===== config.mk =====
export PLATFORM = sky130hd
export DESIGN_NAME = load_store_unit
export DESIGN_NICKNAME = d
export VERILOG_FILES = /design/src/rtl/lsu_pkg.sv /design/src/rtl/lsu_align.sv /design/src/rtl/load_store_unit.sv
export SDC_FILE = /design/constraint.sdc
export NUM_CORES = 1
export LEC_CHECK = 0
export BUFFER_PORTS_ARGS = -buffer_cell sky130_fd_sc_hd__buf_2
export CORE_ASPECT_RATIO = 0.75
export CORE_MARGIN = 2
export CORE_UTILIZATION = 55
export DETAILED_ROUTE_END_ITERATION = 6
export PLACE_DENSITY_LB_ADDON = 0.08
export REMOVE_ABC_BUFFERS = 1
export SLEW_MARGIN = 20
export SYNTH_ARGS = -nofsm -noshare
export SYNTH_HDL_FRONTEND = slang
export SYNTH_HIERARCHICAL = 1
export SYNTH_SLANG_ARGS = --single-unit

===== constraint.sdc =====
create_clock -name clk -period 8.2 [get_ports clk]
set_input_delay 0.82 -clock clk [delete_from_list [all_inputs] [get_ports clk]]
set_output_delay 0.82 -clock clk [all_outputs]
set_load 0.005 [all_outputs]

===== src/rtl/lsu_pkg.sv =====
// ============================================================================
// Module      : lsu_pkg
// Description : Shared types and constants for the load/store unit.
// Revision    : 1.0  initial release
// ============================================================================
`default_nettype none

package lsu_pkg;

    localparam int unsigned LSU_WIDTH = 32;
    localparam int unsigned LSU_BYTES = LSU_WIDTH / 8;

    typedef enum logic [1:0] {
        SZ_BYTE    = 2'd0,
        SZ_HALF    = 2'd1,
        SZ_WORD    = 2'd2,
        SZ_ILLEGAL = 2'd3
    } lsu_size_e;

    typedef enum logic [2:0] {
        IDLE   = 3'd0,
        LOAD   = 3'd1,
        STORE  = 3'd2,
        RMW_RD = 3'd3,
        RMW_WR = 3'd4,
        RESP   = 3'd5
    } lsu_state_e;

    function automatic logic is_misaligned(input lsu_size_e sz, input logic [1:0] lo);
        return ((sz == SZ_HALF) && lo[0]) || ((sz == SZ_WORD) && (lo != 2'b00));
    endfunction

endpackage

`default_nettype wire


===== src/rtl/lsu_align.sv =====
// ============================================================================
// Module      : lsu_align
// Description : Combinational load lane extract/extend and store lane merge.
// Revision    : 1.0  initial release
// ============================================================================
`default_nettype none

module lsu_align
    import lsu_pkg::*;
(
    input  logic [1:0]           i_addr_lo,
    input  lsu_size_e            i_size,
    input  logic                 i_unsigned,
    input  logic [LSU_WIDTH-1:0] i_rdata,
    input  logic [LSU_WIDTH-1:0] i_wdata,
    output logic [LSU_WIDTH-1:0] o_load_data,
    output logic [LSU_WIDTH-1:0] o_store_data
);

    logic [7:0]           w_byte;
    logic [15:0]          w_half;
    logic [LSU_BYTES-1:0] w_be;
    logic [LSU_WIDTH-1:0] w_wrep;

    // Misaligned halves use addr[1] only, which aligns them down.
    assign w_byte = i_rdata[{i_addr_lo, 3'b000} +: 8];
    assign w_half = i_addr_lo[1] ? i_rdata[31:16] : i_rdata[15:0];

    always_comb begin
        o_load_data = i_rdata;
        case (i_size)
            SZ_BYTE: o_load_data = {{24{w_byte[7] & ~i_unsigned}}, w_byte};
            SZ_HALF: o_load_data = {{16{w_half[15] & ~i_unsigned}}, w_half};
            default: o_load_data = i_rdata;
        endcase
    end

    always_comb begin
        w_be   = 4'hF;
        w_wrep = i_wdata;
        case (i_size)
            SZ_BYTE: begin
                w_be   = 4'(4'b0001 << i_addr_lo);
                w_wrep = {4{i_wdata[7:0]}};
            end
            SZ_HALF: begin
                w_be   = i_addr_lo[1] ? 4'b1100 : 4'b0011;
                w_wrep = {2{i_wdata[15:0]}};
            end
            default: begin
                w_be   = 4'hF;
                w_wrep = i_wdata;
            end
        endcase
    end

    generate
        for (genvar gi = 0; gi < LSU_BYTES; gi++) begin : g_lane
            assign o_store_data[8*gi +: 8] = w_be[gi] ? w_wrep[8*gi +: 8] : i_rdata[8*gi +: 8];
        end
    endgenerate

endmodule

`default_nettype wire


===== src/rtl/load_store_unit.sv =====
// ============================================================================
// Module      : load_store_unit
// Description : Single-outstanding load/store unit with sub-word RMW stores.
//               Define MISALIGN_TRAP_EN to fault misaligned half/word accesses.
// Revision    : 1.0  initial release
// ============================================================================
`default_nettype none

module load_store_unit
    import lsu_pkg::*;
#(
    parameter int WIDTH = 32
) (
    input  logic             clk,
    input  logic             rst,
    input  logic             req_valid,
    output logic             req_ready,
    input  logic             req_we,
    input  logic [1:0]       req_size,
    input  logic             req_unsigned,
    input  logic [WIDTH-1:0] req_addr,
    input  logic [WIDTH-1:0] req_wdata,
    output logic             resp_valid,
    output logic [WIDTH-1:0] resp_rdata,
    output logic             resp_err,
    output logic             mem_ren,
    output logic             mem_wen,
    output logic [WIDTH-1:0] mem_addr,
    output logic [WIDTH-1:0] mem_wdata,
    input  logic [WIDTH-1:0] mem_rdata
);

    lsu_state_e       r_state;
    logic [WIDTH-1:0] r_addr;
    lsu_size_e        r_size;
    logic             r_unsigned;
    logic [WIDTH-1:0] r_wdata;
    logic             r_err;
    logic [WIDTH-1:0] r_rdata;

    lsu_size_e        w_req_size;
    logic             w_fault;
    logic [WIDTH-1:0] w_load_data;
    logic [WIDTH-1:0] w_store_data;

    assign w_req_size = lsu_size_e'(req_size);

`ifdef MISALIGN_TRAP_EN
    assign w_fault = (w_req_size == SZ_ILLEGAL) || is_misaligned(w_req_size, req_addr[1:0]);
`else
    assign w_fault = (w_req_size == SZ_ILLEGAL);
`endif

    lsu_align u_align (
        .i_addr_lo    (r_addr[1:0]),
        .i_size       (r_size),
        .i_unsigned   (r_unsigned),
        .i_rdata      (mem_rdata),
        .i_wdata      (r_wdata),
        .o_load_data  (w_load_data),
        .o_store_data (w_store_data)
    );

    always_ff @(posedge clk or posedge rst) begin
        if (rst) begin
            r_state    <= IDLE;
            r_addr     <= '0;
            r_size     <= SZ_BYTE;
            r_unsigned <= 1'b0;
            r_wdata    <= '0;
            r_err      <= 1'b0;
            r_rdata    <= '0;
        end else begin
            case (r_state)
                IDLE: begin
                    if (req_valid) begin
                        r_addr     <= req_addr;
                        r_size     <= w_req_size;
                        r_unsigned <= req_unsigned;
                        r_wdata    <= req_wdata;
                        r_rdata    <= '0;
                        r_err      <= w_fault;
                        if (w_fault) begin
                            r_state <= RESP;
                        end else if (!req_we) begin
                            r_state <= LOAD;
                        end else if (w_req_size == SZ_WORD) begin
                            r_state <= STORE;
                        end else begin
                            r_state <= RMW_RD;
                        end
                    end
                end
                LOAD: begin
                    r_rdata <= w_load_data;
                    r_state <= RESP;
                end
                STORE:  r_state <= RESP;
                RMW_RD: r_state <= RMW_WR;
                RMW_WR: r_state <= RESP;
                RESP: begin
                    // Clear so the response fields read as zero outside RESP.
                    r_err   <= 1'b0;
                    r_rdata <= '0;
                    r_state <= IDLE;
                end
                default: r_state <= IDLE;
            endcase
        end
    end

    assign req_ready  = (r_state == IDLE);
    assign resp_valid = (r_state == RESP);
    assign resp_err   = r_err;
    assign resp_rdata = r_rdata;

    assign mem_ren   = (r_state == LOAD) || (r_state == RMW_RD);
    assign mem_wen   = (r_state == STORE) || (r_state == RMW_WR);
    assign mem_addr  = (r_size == SZ_WORD) ? r_addr : {r_addr[WIDTH-1:2], 2'b00};
    assign mem_wdata = mem_wen ? w_store_data : '0;

endmodule

`default_nettype wire

# After elaboration in Yosys (flattened, before gate mapping)
# Cells that the tools add are included.
# Widths: inputs -> output; s select.
[word_totals]
reg_bits = 103
in_bits = 103
output_inout_bits = 101
word_cells = 52
[op_classes]
n_eq_ne = 10
shift = 2
mux = 20
bitwise_logic = 3
reduce_logical = 10
[op_table]
columns = ["operator", "count"]
rows = [
  ["$pmux 32 s2", 2],
  ["$pmux 32 s3", 1],
  ["$mux 32", 2],
  ["$mux 8", 4],
  ["$shiftx 32x6->8", 1],
  ["$mux 16", 1],
  ["$pmux 3 s3", 1],
  ["$pmux 4 s2", 1],
  ["$eq 2x2->1 const B", 3],
  ["$eq 3x2->1 const B", 2],
  ["$eq 3x3->1 const B", 2],
  ["$mux 3", 2],
  ["$reduce_and 2->1", 3],
  ["$mux 2", 2],
  ["$mux 4", 1],
  ["$shl 1x2->4 const A", 1],
  ["$eq 3x1->1 const B", 1],
  ["$logic_not 3->1", 1],
  ["$reduce_bool 3->1", 1],
  ["$reduce_or 3->1", 1],
  ["$and 1x1->1", 2],
  ["$eq 2x1->1 const B", 1],
  ["$logic_not 2->1", 1],
  ["$logic_or 1x1->1", 2],
  ["5 further kinds", 6],
]

# Depth between registers and ports, before layout
# Gate-level depths: netlist of the first run.
[logic_depth]
ltp_word = 6
ltp_mapped = 7
depth_no_buf = 5

# By module
# Netlist of the first run, hierarchy kept.
[modules_own_cells]
columns = ["module", "instances", "cells_per_inst", "area_per_inst_um2"]
rows = [
  ["load_store_unit", 1, 374, 4660.7],
  ["lsu_align", 1, 198, 1615.3],
]

# Worst setup path after synthesis of the first run
# OpenSTA, ideal clock, no wires.
[synth_path]
path_kind = "reg2out"
start = "register r_size[0]"
end = "output port mem_wdata[24]"
arrival_ns = 1.530
t_required_ns = 7.380
path_slack_ns = 5.850
path_stages_with_launch = 7
path_buffers = 2
path_cell_list = "dfrtp_1 -> buf_6 -> or2_4 -> a21o_1 -> buf_6 -> mux2_4 -> and2_1"
[synth_between]
elab_chain_cells = 4
elab_cells_between_ends = 6
[synth_rtl]
columns = ["element", "line_no", "source"]
rows = [
  ["start: declaration", "load_store_unit.sv:35", "lsu_size_e r_size;"],
  ["start signal: assignment", "load_store_unit.sv:78", "r_size <= w_req_size;"],
  ["$eq 2x1->1 / $logic_not 2->1 (equally long branches)", "lsu_align.sv:41", "case (i_size)"],
  ["$pmux 32 s2 / $pmux 4 s2 (equally long branches)", "lsu_align.sv:41", ""],
  ["$mux 8 (*)", "lsu_align.sv:59", "assign o_store_data[8*gi +: 8] = w_be[gi] ? w_wrep[8*gi +: 8] : i_rdata[8*gi +: 8];"],
  ["via w_store_data[24]", "load_store_unit.sv:44", "logic [WIDTH-1:0] w_store_data;"],
  ["$mux 32 (*)", "load_store_unit.sv:120", "assign mem_wdata = mem_wen ? w_store_data : '0;"],
  ["end: declaration", "load_store_unit.sv:29", "output logic [WIDTH-1:0] mem_wdata,"],
]
# Mark *: on every way through the listed nets, which the timed path passes. The rest lies on a longest branch.

# Worst setup path after layout of the first run
[layout_path]
start = "register r_size[1]"
end = "output port mem_wdata[15]"
# Same word-level chain as after synthesis.

==> summary.txt, run 1 <==
=================================================================================================
Result of the run                                                                    complete, no violations
Kind of launch point of the worst setup path                                            flip-flop
Final net count                                                                               823
Initial DRC Count                                                                             280
Kind of path behind the tightest hold check                                            reg -> reg
Final worst path period share                                                               47.4%
Max VDD drop                                                                           0.000168 V
First-pass GRT wire length                                                              24,200 um
Flops & latches, synth                                                                        103
Shortest clock period the worst path allows after layout                                  3.89 ns
Height of the chip                                                                        96.5 um
Sequential-to-total area share from yosys stat                                              41.1%
Wire length per cell after detailed routing                                               18.2 um
Site Rows                                                                                      33
Total of cells resized after clock tree synthesis                                               0
Number of buffers inserted by port buffering                                                  203
Final Core Density                                                                          66.5%
Number of warnings issued by yosys                                                              6
Total routing resource utilization after global routing                                     25.5%
Power per cell area                                                                    401 nW/um2
Flop pwr share                                                                              32.6%
Reg2reg path depth                                                                              5
Mean instance size in the synthesized netlist                                            11.0 um2
Required time of the worst setup path                                                     7.38 ns
Number of distinct library cell variants in the gate-level netlist after synthesis             43
First-pass iteration count of the detailed router                                               5
CTS Buffer Depth                                                                                2
Placer Congestion                                                                           0.824
Number of sinks handled by clock tree synthesis                                               103
Max-capacitance violation count                                                                 0
Maximum clock frequency                                                                   257 MHz
Routed Wire Length                                                                      15,700 um
Dominant synthesized flop cell                                                       sky130_fd_sc_hd__dfrtp_1
Cells after Synth                                                                             572
Post-synth top area share                                                                   41.1%
LEAKAGE                                                                                   3.69 nW
Hold-critical path endpoint                                                             r_addr[5]
Maximum number of pins on one net before global-route repair                                   71
Post-Place Cell Area                                                                     7030 um2
Minimum hold slack                                                                       0.502 ns
Power after layout                                                                        2.94 mW
Fin Clk Skew                                                                            0.0104 ns
Internal power                                                                            1.82 mW
Top cells by count, synth                                                            sky130_fd_sc_hd__dfrtp_1, sky130_fd_sc_hd__mux2_2, sky130_fd_sc_hd__nand2_1
Final sum of negative setup slack                                                            0 ns
Post-Layout Inst Area                                                                    7330 um2
Clock insertion delay at the later pin of the skew report                                 0.35 ns
Core Footprint                                                                         11,000 um2
Io pins                                                                                       204
Clock power frac                                                                            15.0%
Category of the critical setup timing path                                             reg -> out
Switching fraction of total power                                                           38.1%
Starting utilization of the core area                                                       56.9%
R2R Path Start                                                                          r_size[0]
Setup repair after global routing missed its margin                                            no
Layout cells sized above 1                                                                  48.1%
Worst slew margin relative to its limit                                                     28.5%
Netlist Area Pre-Place                                                                   6280 um2
Number of endpoints with negative hold slack in the final report                                0
Total of endpoints with negative setup slack in the final report                                0
Combinational cell fraction of total power                                                  52.4%
Net Switching                                                                             1.12 mW
Via count                                                                                   4,754
Half-perimeter wire length of the detailed placement result                             11,200 um
Min-Delay Startpoint                                                                    r_addr[5]
Transition time at the pin with the least slew margin                                     1.07 ns
Cell accounting for the most synthesized area                                        sky130_fd_sc_hd__dfrtp_1
Synth-to-Final Area Change                                                                  16.8%
Vias in the first global route                                                              4,556
Area enclosed by the die boundary                                                      12,300 um2
Average via count per standard cell                                                          5.50
Flop-to-flop setup slack                                                                  5.69 ns
Reg clk slew, reported paths                                                              0.07 ns
CTS Root Cell                                                                        sky130_fd_sc_hd__clkbuf_16
Maximum level of the CTS H-tree                                                                 3
Critical Path AT                                                                          3.07 ns
Most instantiated library cell after synthesis                                       sky130_fd_sc_hd__dfrtp_1
Initial antenna violation count                                                                 0
Instance count along the most critical hold path                                                1
X dimension of the die                                                                     127 um
Number of flops mapped to enable cells by yosys                                                 0
Number of buffers inserted by hold repair at cts                                                0
Drt drc                                                                                         0
Reg-to-reg endpoint                                                                  resp_rdata[1]
Overall overflow remaining after global route                                                   0
Number of diodes added for antenna fixing                                                       0
Final-report max-slew violation count                                                           0
Synth top area cells                                                                 sky130_fd_sc_hd__dfrtp_1, sky130_fd_sc_hd__mux2_2, sky130_fd_sc_hd__mux2i_1
TritonCTS clock tree                                                                        built
Cts bufs inserted                                                                               9
Setup bufs post-CTS                                                                             0
Highest fanout seen on the critical path                                                       38
Ys async rst share                                                                           100%
Number of nets still failing antenna checks after routing                                       0
Endpoint type of the worst setup path                                                  output pin
=================================================================================================
## how the worst max path moves through the flow
stage	from	end	slack [ns]	cells past startpoint
global route	r_size[1]	mem_wdata[15]	4.14	6
global placement	r_size[1]	mem_wdata[15]	4.77	6
floorplan	req_valid	r_size[1]	4.41	2
CTS	r_size[1]	mem_wdata[15]	4.32	6
finish	r_size[1]	mem_wdata[15]	4.31	6
detailed placement	r_size[1]	mem_wdata[15]	4.71	6
## flip-flops by register name, indices dropped and copies added (netlist names)
| register | flops |
|---|---|
| r_addr | 32 |
| r_size | 2 |
| r_state | 3 |
| r_unsigned | 1 |
| r_wdata | 32 |
| resp_err | 1 |
| resp_rdata | 32 |
## critical path: stages, from the launching register on
cell	delay, ns
sky130_fd_sc_hd__dfrtp_2	0.78
sky130_fd_sc_hd__buf_4	0.38
sky130_fd_sc_hd__or2_1	0.68
sky130_fd_sc_hd__mux2_4	0.35
sky130_fd_sc_hd__mux2_2	0.27
sky130_fd_sc_hd__and2_1	0.14
sky130_fd_sc_hd__buf_2	0.12
## cell usage in the layout (no fill, tap or decap), types with 3 or more instances in the layout
master	instances
sky130_fd_sc_hd__a21oi_1	3
sky130_fd_sc_hd__dfrtp_1	102
sky130_fd_sc_hd__o22ai_1	17
sky130_fd_sc_hd__buf_2	203
sky130_fd_sc_hd__and2_1	33
sky130_fd_sc_hd__nor2_1	10
sky130_fd_sc_hd__a221o_1	7
sky130_fd_sc_hd__a22oi_1	7
sky130_fd_sc_hd__o221ai_1	7
sky130_fd_sc_hd__nand2b_1	3
sky130_fd_sc_hd__clkbuf_16	9
sky130_fd_sc_hd__mux2_1	9
sky130_fd_sc_hd__o21ai_0	11
sky130_fd_sc_hd__buf_4	5
sky130_fd_sc_hd__mux2_2	90
sky130_fd_sc_hd__mux2i_1	48
sky130_fd_sc_hd__nor2b_1	19
sky130_fd_sc_hd__inv_1	36
sky130_fd_sc_hd__mux2_4	19
sky130_fd_sc_hd__nand2_1	51
## cell type report
class                           instances  area [um2]
Clock buffer                           10         239
Clock inverter                          6        65.1
Fill cell                             893        3690
Inverter                               37         141
Multi-Input combinational cell        361        3080
Sequential cell                       103        2580
Tap cell                              140         175
Timing Repair Buffer                  208        1050
## metal layers
| layer | GRT usage, % | wire [um] | up-vias |
|---|---|---|---|
| li1 | - | - | 2232 |
| met2 | 41.9 | 7280 | 198 |
| met5 | 0 | 0 | - |
| met4 | 5.13 | 142 | 0 |
| met1 | 35.3 | 7180 | 2312 |
| met3 | 5.34 | 1120 | 12 |
## cell families after synthesis
family,Yosys count,share of synthesized area [%]
AOI/OAI and AO/OA,62,7.56
and+or+nand+nor,132,11.2
muxes,166,30.0
DFF,103,41.1
buffers and inverters,108,10.1
xor gates and xnor gates,1,0.140
## per-stage QoR
stage | cells | setup WS, ns
2_1_floorplan | 501 | 4.41
3_3_place_gp | 849 | 4.77
3_5_place_dp | 849 | 4.71
4_1_cts | 865 | 4.32
5_1_grt | 865 | 4.14
6_report | 865 | 4.31
## power groups by stage
stage / Clock (mW) / Combinational (mW) / Sequential, mW
3_5_place_dp: 0 / 1.53 / 0.960
3_3_place_gp: 0 / 1.50 / 0.949
4_1_cts: 0.451 / 1.54 / 0.954
5_1_grt: 0.475 / 1.67 / 0.992
6_report: 0.441 / 1.54 / 0.957
2_1_floorplan: 0 / 1.05 / 0.930
No activity file was read; power rests on OpenSTA's default activity.
==> inputs of run 2 (changes only) <==
--- a/config.mk
+++ b/config.mk
@@ -8,7 +8,7 @@
 export BUFFER_PORTS_ARGS = -buffer_cell sky130_fd_sc_hd__buf_2
 export CORE_ASPECT_RATIO = 0.75
 export CORE_MARGIN = 2
-export CORE_UTILIZATION = 55
+export CORE_UTILIZATION = 52
 export DETAILED_ROUTE_END_ITERATION = 6
 export PLACE_DENSITY_LB_ADDON = 0.08
 export REMOVE_ABC_BUFFERS = 1
==> constraint.sdc (replaced) <==
create_clock -name clk -period 3.72 [get_ports clk]
set_input_delay 0.372 -clock clk [delete_from_list [all_inputs] [get_ports clk]]
set_output_delay 0.372 -clock clk [all_outputs]
set_load 0.005 [all_outputs]
==> run 2 against run 1 <==
Utilization shrank 3.3 points; final cell count up 3.2%; count of clock-buffer cells in the layout did not move; via count grew 1.5%; die area rose by 5.6%; combinational power increased by 130%; final area up 0.82%; sequential share of layout area is 0.29 points lower; setup slack worse by 3.5 ns; first-iteration DRC count shrank 9.6%; clock power rose by 110%; power increased by 120%; critical path type unchanged; critical endpoint unchanged; largest power group unchanged; highest routed layer unchanged.
==> summary.txt, run 2 (synthesized netlist as in run 1, its figures left out) <==
===============================================================================
Power after layout                                                      6.49 mW   +120%
Flop-to-flop setup slack                                                1.38 ns   -4.31 ns
Critical Path AT                                                        2.57 ns   -0.50 ns
Initial antenna violation count                                               0   unchanged
Transition time at the pin with the least slew margin                   1.08 ns   +0.0114 ns
Total of cells resized after clock tree synthesis                             0   unchanged
Io pins                                                                     204   unchanged
Drt drc                                                                       0   unchanged
Highest fanout seen on the critical path                                     24   -37%
Core Footprint                                                       11,700 um2   +6.1%
Critical Path Max Stage Delay                                           0.69 ns   -0.09 ns
Maximum level of the CTS H-tree                                               3   unchanged
Result of the run                                                  complete, no violations
Setup WS pre-CTS                                                        1.18 ns   -3.53 ns
Number of buffers inserted by hold repair at cts                              0   unchanged
Final net count                                                             829   +0.73%
Maximum clock frequency                                                 340 MHz
Cts bufs inserted                                                             9   unchanged
Endpoint type of the worst setup path                                output pin
Max VDD drop                                                         0.000363 V   +120%
Final-report max-slew violation count                                         0   unchanged
Height of the chip                                                      99.1 um   +2.7%
Via count                                                                 4,827   +1.5%
Layout cells sized above 1                                                48.6%   +0.43 points
Number of diodes added for antenna fixing                                     0   unchanged
Fin Clk Skew                                                         0.00676 ns   -0.00359 ns
Routed Wire Length                                                    16,100 um   +2.2%
Placer Congestion                                                         0.834   +1.3%
Kind of launch point of the worst setup path                          flip-flop
Power per cell area                                                  878 nW/um2   +120%
R2R Path Start                                                        r_addr[0]
Average via count per standard cell                                        5.41   -1.6%
Required time of the worst setup path                                   3.35 ns   -4.03 ns
Site Rows                                                                    34   +3.0%
CTS Buffer Depth                                                              2   unchanged
Final worst path period share                                             79.1%
Commonest cells after routing, fill and taps aside                 sky130_fd_sc_hd__buf_2, sky130_fd_sc_hd__dfrtp_1, sky130_fd_sc_hd__mux2_2, sky130_fd_sc_hd__nand2_1, sky130_fd_sc_hd__mux2i_1
Final sum of negative setup slack                                          0 ns   unchanged
X dimension of the die                                                   131 um   +2.8%
Gate family responsible for the most delay along the worst path      flip-flops
Reg clk slew, reported paths                                            0.07 ns   about the same
First-pass GRT wire length                                            24,900 um   +3.0%
Kind of path behind the tightest hold check                         in -> async
Area enclosed by the die boundary                                    13,000 um2   +5.6%
Vias in the first global route                                            4,793   +5.2%
CTS Root Cell                                                      sky130_fd_sc_hd__clkbuf_16
LEAKAGE                                                                 3.71 nW   +0.49%
Worst slew margin relative to its limit                                   27.7%   -0.76 points
Buffers and inverters on the worst path                                       3   +1
Number of nets still failing antenna checks after routing                     0   unchanged
Most frequent cell on the critical path                            sky130_fd_sc_hd__buf_4
Total of endpoints with negative setup slack in the final report              0   unchanged
Wire length per cell after detailed routing                             18.0 um   -1.0%
Starting utilization of the core area                                     53.6%   -3.3 points
Initial DRC Count                                                           253   -9.6%
Setup bufs post-CTS                                                           0   unchanged
Half-perimeter wire length of the detailed placement result           11,700 um   +4.5%
Synth-to-Final Area Change                                                17.7%
Setup repair after global routing missed its margin                          no
First-pass iteration count of the detailed router                             4   -1
Shortest clock period the worst path allows after layout                2.94 ns
Overall overflow remaining after global route                                 0   unchanged
Max-capacitance violation count                                               0   unchanged
TritonCTS clock tree                                                      built
Clock insertion delay at the later pin of the skew report               0.35 ns   about the same
Reg2reg path depth                                                            5   unchanged
Most common library cell in the layout ignoring fill and taps      sky130_fd_sc_hd__buf_2
Number of buffers inserted by port buffering                                203   unchanged
Number of endpoints with negative hold slack in the final report              0   unchanged
Maximum number of pins on one net before global-route repair                 42   -41%
Cells along the critical path                                      buf_4, or2_1, buf_4, mux2_4, mux2_2, and2_1, buf_2
Category of the critical setup timing path                           reg -> out
Minimum hold slack                                                    0.0723 ns   -0.430 ns
CP max-delay cell                                                  sky130_fd_sc_hd__dfrtp_1
Total routing resource utilization after global routing                   24.8%   -0.64 points
Setup ws final                                                         0.778 ns   -3.53 ns
Number of sinks handled by clock tree synthesis                             103   unchanged
Reg-to-reg endpoint                                                resp_rdata[12]
Final Core Density                                                        63.2%   -3.3 points
===============================================================================
-- run 2: cell type report --
cell class | instances | area (um2)
Clock buffer | 10 | 239
Clock inverter | 6 | 52.6
Fill cell | 965 | 4310
Inverter | 37 | 141
Multi-Input combinational cell | 361 | 3080
Sequential cell | 103 | 2580
Tap cell | 162 | 203
Timing Repair Buffer | 214 | 1100
-- run 2: where the power goes --
group | total [mW] | internal, mW | switching [mW]
Combinational | 3.52 | 1.87 | 1.65
Sequential | 2.04 | 1.63 | 0.411
Clock | 0.935 | 0.483 | 0.452
-- run 2: routing by layer --
metal / GRT usage (%) / wire, um
met1: 35.2 / 7470
met2: 39.5 / 7520
met3: 4.36 / 852
met4: 6.87 / 221
met5: 0 / 0
-- run 2: worst register-to-register path: stages (launching register included) --
cell and delay, ns:
sky130_fd_sc_hd__dfrtp_1 0.50, sky130_fd_sc_hd__mux2_2 0.40, sky130_fd_sc_hd__a22oi_2 0.86, sky130_fd_sc_hd__o221ai_1 0.26, sky130_fd_sc_hd__nand2_1 0.11, sky130_fd_sc_hd__mux2i_1 0.06
-- run 2: how the worst max path moves through the flow --
stage / from / to / cells past startpoint
floorplan: r_state[1] / r_size[1] / 2
global placement: r_size[0] / mem_wdata[15] / 7
detailed placement: r_size[0] / mem_wdata[15] / 7
CTS: r_size[0] / mem_wdata[15] / 7
global route: r_size[0] / mem_wdata[15] / 7
finish: r_size[0] / mem_wdata[15] / 7
-- run 2: per-stage QoR --
step | area, um2 | std cells
2_1_floorplan | 5780 | 501
3_3_place_gp | 7100 | 877
3_5_place_dp | 7100 | 877
4_1_cts | 7390 | 893
5_1_grt | 7390 | 893
6_report | 7390 | 893
==> inputs of run 3 (changes only) <==
--- a/config.mk
+++ b/config.mk
@@ -5,10 +5,11 @@
 export SDC_FILE = /design/constraint.sdc
 export NUM_CORES = 1
 export LEC_CHECK = 0
+export ABC_AREA = 1
 export BUFFER_PORTS_ARGS = -buffer_cell sky130_fd_sc_hd__buf_2
 export CORE_ASPECT_RATIO = 0.75
 export CORE_MARGIN = 2
-export CORE_UTILIZATION = 52
+export CORE_UTILIZATION = 51
 export DETAILED_ROUTE_END_ITERATION = 6
 export PLACE_DENSITY_LB_ADDON = 0.08
 export REMOVE_ABC_BUFFERS = 1
==> constraint.sdc (replaced) <==
create_clock -name clk -period 3.06 [get_ports clk]
set_input_delay 0.306 -clock clk [delete_from_list [all_inputs] [get_ports clk]]
set_output_delay 0.306 -clock clk [all_outputs]
set_load 0.005 [all_outputs]
==> run 3 against run 2 <==
Synthesized area decreased by 3.0%; utilization decreased by 1.1 points; final area decreased by 2.4%; first-iteration DRC count increased by 130%; sequential power increased by 20%; sequential share of layout area increased by 0.84 points; clock skew decreased by 0.0028 ns; sequential cell count unchanged.
==> summary.txt, run 3 <==
=================================================================================================
Final sum of negative setup slack                                                            0 ns   unchanged
Half-perimeter wire length of the detailed placement result                             12,500 um   +6.3%
Setup bufs post-CTS                                                                             0   unchanged
Highest fanout seen on the critical path                                                       16   -33%
Initial DRC Count                                                                             589   +130%
Shortest clock period the worst path allows after layout                                  2.44 ns
Combinational cell fraction of total power                                                  52.8%   -1.4 points
Critical Path Max Stage Delay                                                             0.48 ns   -0.21 ns
Setup repair after global routing missed its margin                                            no
Sequential-to-total area share from yosys stat                                              42.4%   +1.3 points
Number of filler cells placed in the layout                                                 1,153   +19%
Maximum clock frequency                                                                   409 MHz
First-pass iteration count of the detailed router                                               5   +1
Final-report max-slew violation count                                                           0   unchanged
Flop pwr share                                                                              31.9%   +0.5 points
Flop-to-flop setup slack                                                                  1.18 ns   -0.20 ns
Wire length per cell after detailed routing                                               14.4 um   -20%
Most instantiated library cell after synthesis                                       sky130_fd_sc_hd__nand2_1
Placer Congestion                                                                           0.967   +16%
LEAKAGE                                                                                   4.36 nW   +17%
TritonCTS clock tree                                                                        built
Commonest cells after routing, fill and taps aside                                   sky130_fd_sc_hd__nand2_1, sky130_fd_sc_hd__buf_2, sky130_fd_sc_hd__nand3_1, sky130_fd_sc_hd__dfrtp_1, sky130_fd_sc_hd__inv_1
CTS Buffer Depth                                                                                2   unchanged
Transition time at the pin with the least slew margin                                    0.716 ns   -0.368 ns
Setup ws final                                                                           0.615 ns   -0.163 ns
Clock power frac                                                                            15.3%   +0.9 points
Average via count per standard cell                                                          5.06   -6.3%
Routed metal-1 wirelength                                                                 8160 um   +9.3%
Most frequent cell on the critical path                                              sky130_fd_sc_hd__nand2_2
Dominant synthesized flop cell                                                       sky130_fd_sc_hd__dfrtp_1
Vias in the first global route                                                              5,498   +15%
Via count                                                                                   5,985   +24%
Cell accounting for the most synthesized area                                        sky130_fd_sc_hd__dfrtp_1
Cells after Synth                                                                             863   +51%
Reg2reg path depth                                                                              5   unchanged
R2R Path Start                                                                          r_addr[1]
Reg clk slew, reported paths                                                              0.07 ns   about the same
Routed Wire Length                                                                      17,100 um   +6.3%
Drt drc                                                                                         0   unchanged
Result of the run                                                                    complete, no violations
Synth top area cells                                                                 sky130_fd_sc_hd__dfrtp_1, sky130_fd_sc_hd__nand2_1, sky130_fd_sc_hd__nand3_1
Worst slew margin relative to its limit                                                     52.3%   +25 points
Ys async rst share                                                                           100%   unchanged
Number of flops mapped to enable cells by yosys                                                 0   unchanged
CTS Root Cell                                                                        sky130_fd_sc_hd__clkbuf_16
Netlist Area Pre-Place                                                                   6090 um2   -3.0%
Flops & latches, synth                                                                        103   unchanged
Number of sinks handled by clock tree synthesis                                               103   unchanged
Total routing resource utilization after global routing                                     27.0%   +2.2 points
Met2 wire length                                                                          7270 um   -3.3%
Number of buffers inserted by port buffering                                                  203   unchanged
Post-synth top area share                                                                   42.4%   +1.3 points
Switching fraction of total power                                                           45.7%   +7.0 points
Fin Clk Skew                                                                           0.00393 ns   -0.00284 ns
Category of the critical setup timing path                                             reg -> out
First-pass GRT wire length                                                              27,500 um   +10%
Core Footprint                                                                         11,600 um2   -0.73%
Buffers and inverters on the worst path                                                         4   +1
Maximum level of the CTS H-tree                                                                 3   unchanged
Top cells by count, synth                                                            sky130_fd_sc_hd__nand2_1, sky130_fd_sc_hd__nand3_1, sky130_fd_sc_hd__dfrtp_1
Gate family responsible for the most delay along the worst path                      simple AND/OR/NAND/NOR gates
Area enclosed by the die boundary                                                      12,800 um2   -1.1%
Height of the chip                                                                        98.6 um   -0.54%
Synth-to-Final Area Change                                                                  18.5%
Total of cells resized after clock tree synthesis                                               0   unchanged
Cts bufs inserted                                                                               9   unchanged
Max VDD drop                                                                           0.000641 V   +77%
Overall overflow remaining after global route                                                   0   unchanged
Required time of the worst setup path                                                     2.75 ns   -0.60 ns
Number of buffers inserted by hold repair at cts                                                0   unchanged
Kind of path behind the tightest hold check                                           in -> async
Clock insertion delay at the later pin of the skew report                                 0.34 ns   about the same
Number of warnings issued by yosys                                                              6   unchanged
Total of endpoints with negative setup slack in the final report                                0   unchanged
Starting utilization of the core area                                                       52.4%   -1.2 points
Max-capacitance violation count                                                                 0   unchanged
Site Rows                                                                                      34   unchanged
Critical Path AT                                                                          2.14 ns   -0.43 ns
Final worst path period share                                                               79.9%
X dimension of the die                                                                     130 um   -0.55%
Final net count                                                                             1,118   +35%
Cells along the critical path                                                        nor2_2, buf_4, nand2_2, nand2_2, inv_2, o21ai_2, inv_1, nor2_1, buf_2
Most common library cell in the layout ignoring fill and taps                        sky130_fd_sc_hd__nand2_1
Top sig layer                                                                                met4
Initial antenna violation count                                                                 0   unchanged
Kind of launch point of the worst setup path                                            flip-flop
Number of diodes added for antenna fixing                                                       0   unchanged
Layout cells sized above 1                                                                  27.1%   -22 points
Reg-to-reg endpoint                                                                  resp_rdata[18]
Number of nets still failing antenna checks after routing                                       0   unchanged
Io pins                                                                                       204   unchanged
Number of distinct library cell variants in the gate-level netlist after synthesis             30   -30%
Setup WS pre-CTS                                                                         0.997 ns   -0.181 ns
Internal power                                                                            4.16 mW   +4.6%
Endpoint type of the worst setup path                                                  output pin
Number of endpoints with negative hold slack in the final report                                0   unchanged
Maximum number of pins on one net before global-route repair                                   66   +57%
Power per cell area                                                                   1060 nW/um2   +21%
Mean instance size in the synthesized netlist                                            7.05 um2   -36%
Net Switching                                                                             3.50 mW   +39%
Met3 wire length                                                                          1360 um   +59%
CP max-delay cell                                                                    sky130_fd_sc_hd__dfrtp_1
=================================================================================================
==> run 3: per-stage QoR <==
step                      utilization [%]  cell area [um2]  hold slack (ns)  cells  total power [mW]
after CTS                            62.1             7210            0.101   1182              7.68
after detailed placement             59.5             6910            0.453   1166              6.48
after global routing                 62.1             7210            0.132   1182              8.37
final                                62.1             7210           0.0646   1182              7.67
after global placement               59.5             6910            0.450   1166              6.42
after floorplan                         -             5570            0.423    789              4.96
==> run 3: worst max path at each step <==
stage          startpoint             to  slack (ns)  depth (start not counted)
3_5_place_dp    r_size[0]  mem_wdata[14]         1.0                          9
4_1_cts         r_size[0]  mem_wdata[14]        0.63                          9
6_report        r_size[0]  mem_wdata[14]        0.62                          9
3_3_place_gp    r_size[0]  mem_wdata[14]        1.04                          9
5_1_grt         r_addr[1]  mem_wdata[25]        0.42                          8
2_1_floorplan         rst      r_addr[0]        0.05                          1
==> run 3: cells by family (layout without fill, tap and decap cells) <==
group	Yosys count	count (layout)	synth area share [%]
compound gates	45	45	4.93
buf+inv	138	295	12.6
simple gates	577	577	40.2
flops	103	103	42.4
==> run 3: area by class of cell <==
cell class	instances	area, um2	area share [%]
sequential	103	2580	35.7
multi-input combinational	622	2750	38.1
timing repair buffer	215	1130	15.7
clock inverter	4	53.8	0.746
inverter	64	255	3.54
tap	162	203	2.81
clock buffer	12	246	3.42
==> run 3: power groups by stage <==
stage                     registers (mW)  logic, mW  clock network [mW]
after detailed placement            2.47       4.02                   0
after floorplan                     2.47       2.50                   0
after CTS                           2.44       4.03                1.20
after global routing                2.53       4.58                1.25
final                               2.45       4.05                1.17
after global placement              2.46       3.96                   0
==> run 3: metal layers <==
metal  up-vias  global-route usage (%)
met5         -                       0
met4         0                    7.86
li1       2961                       -
met3        26                    4.23
met2       256                    39.2
met1      2742                    41.8
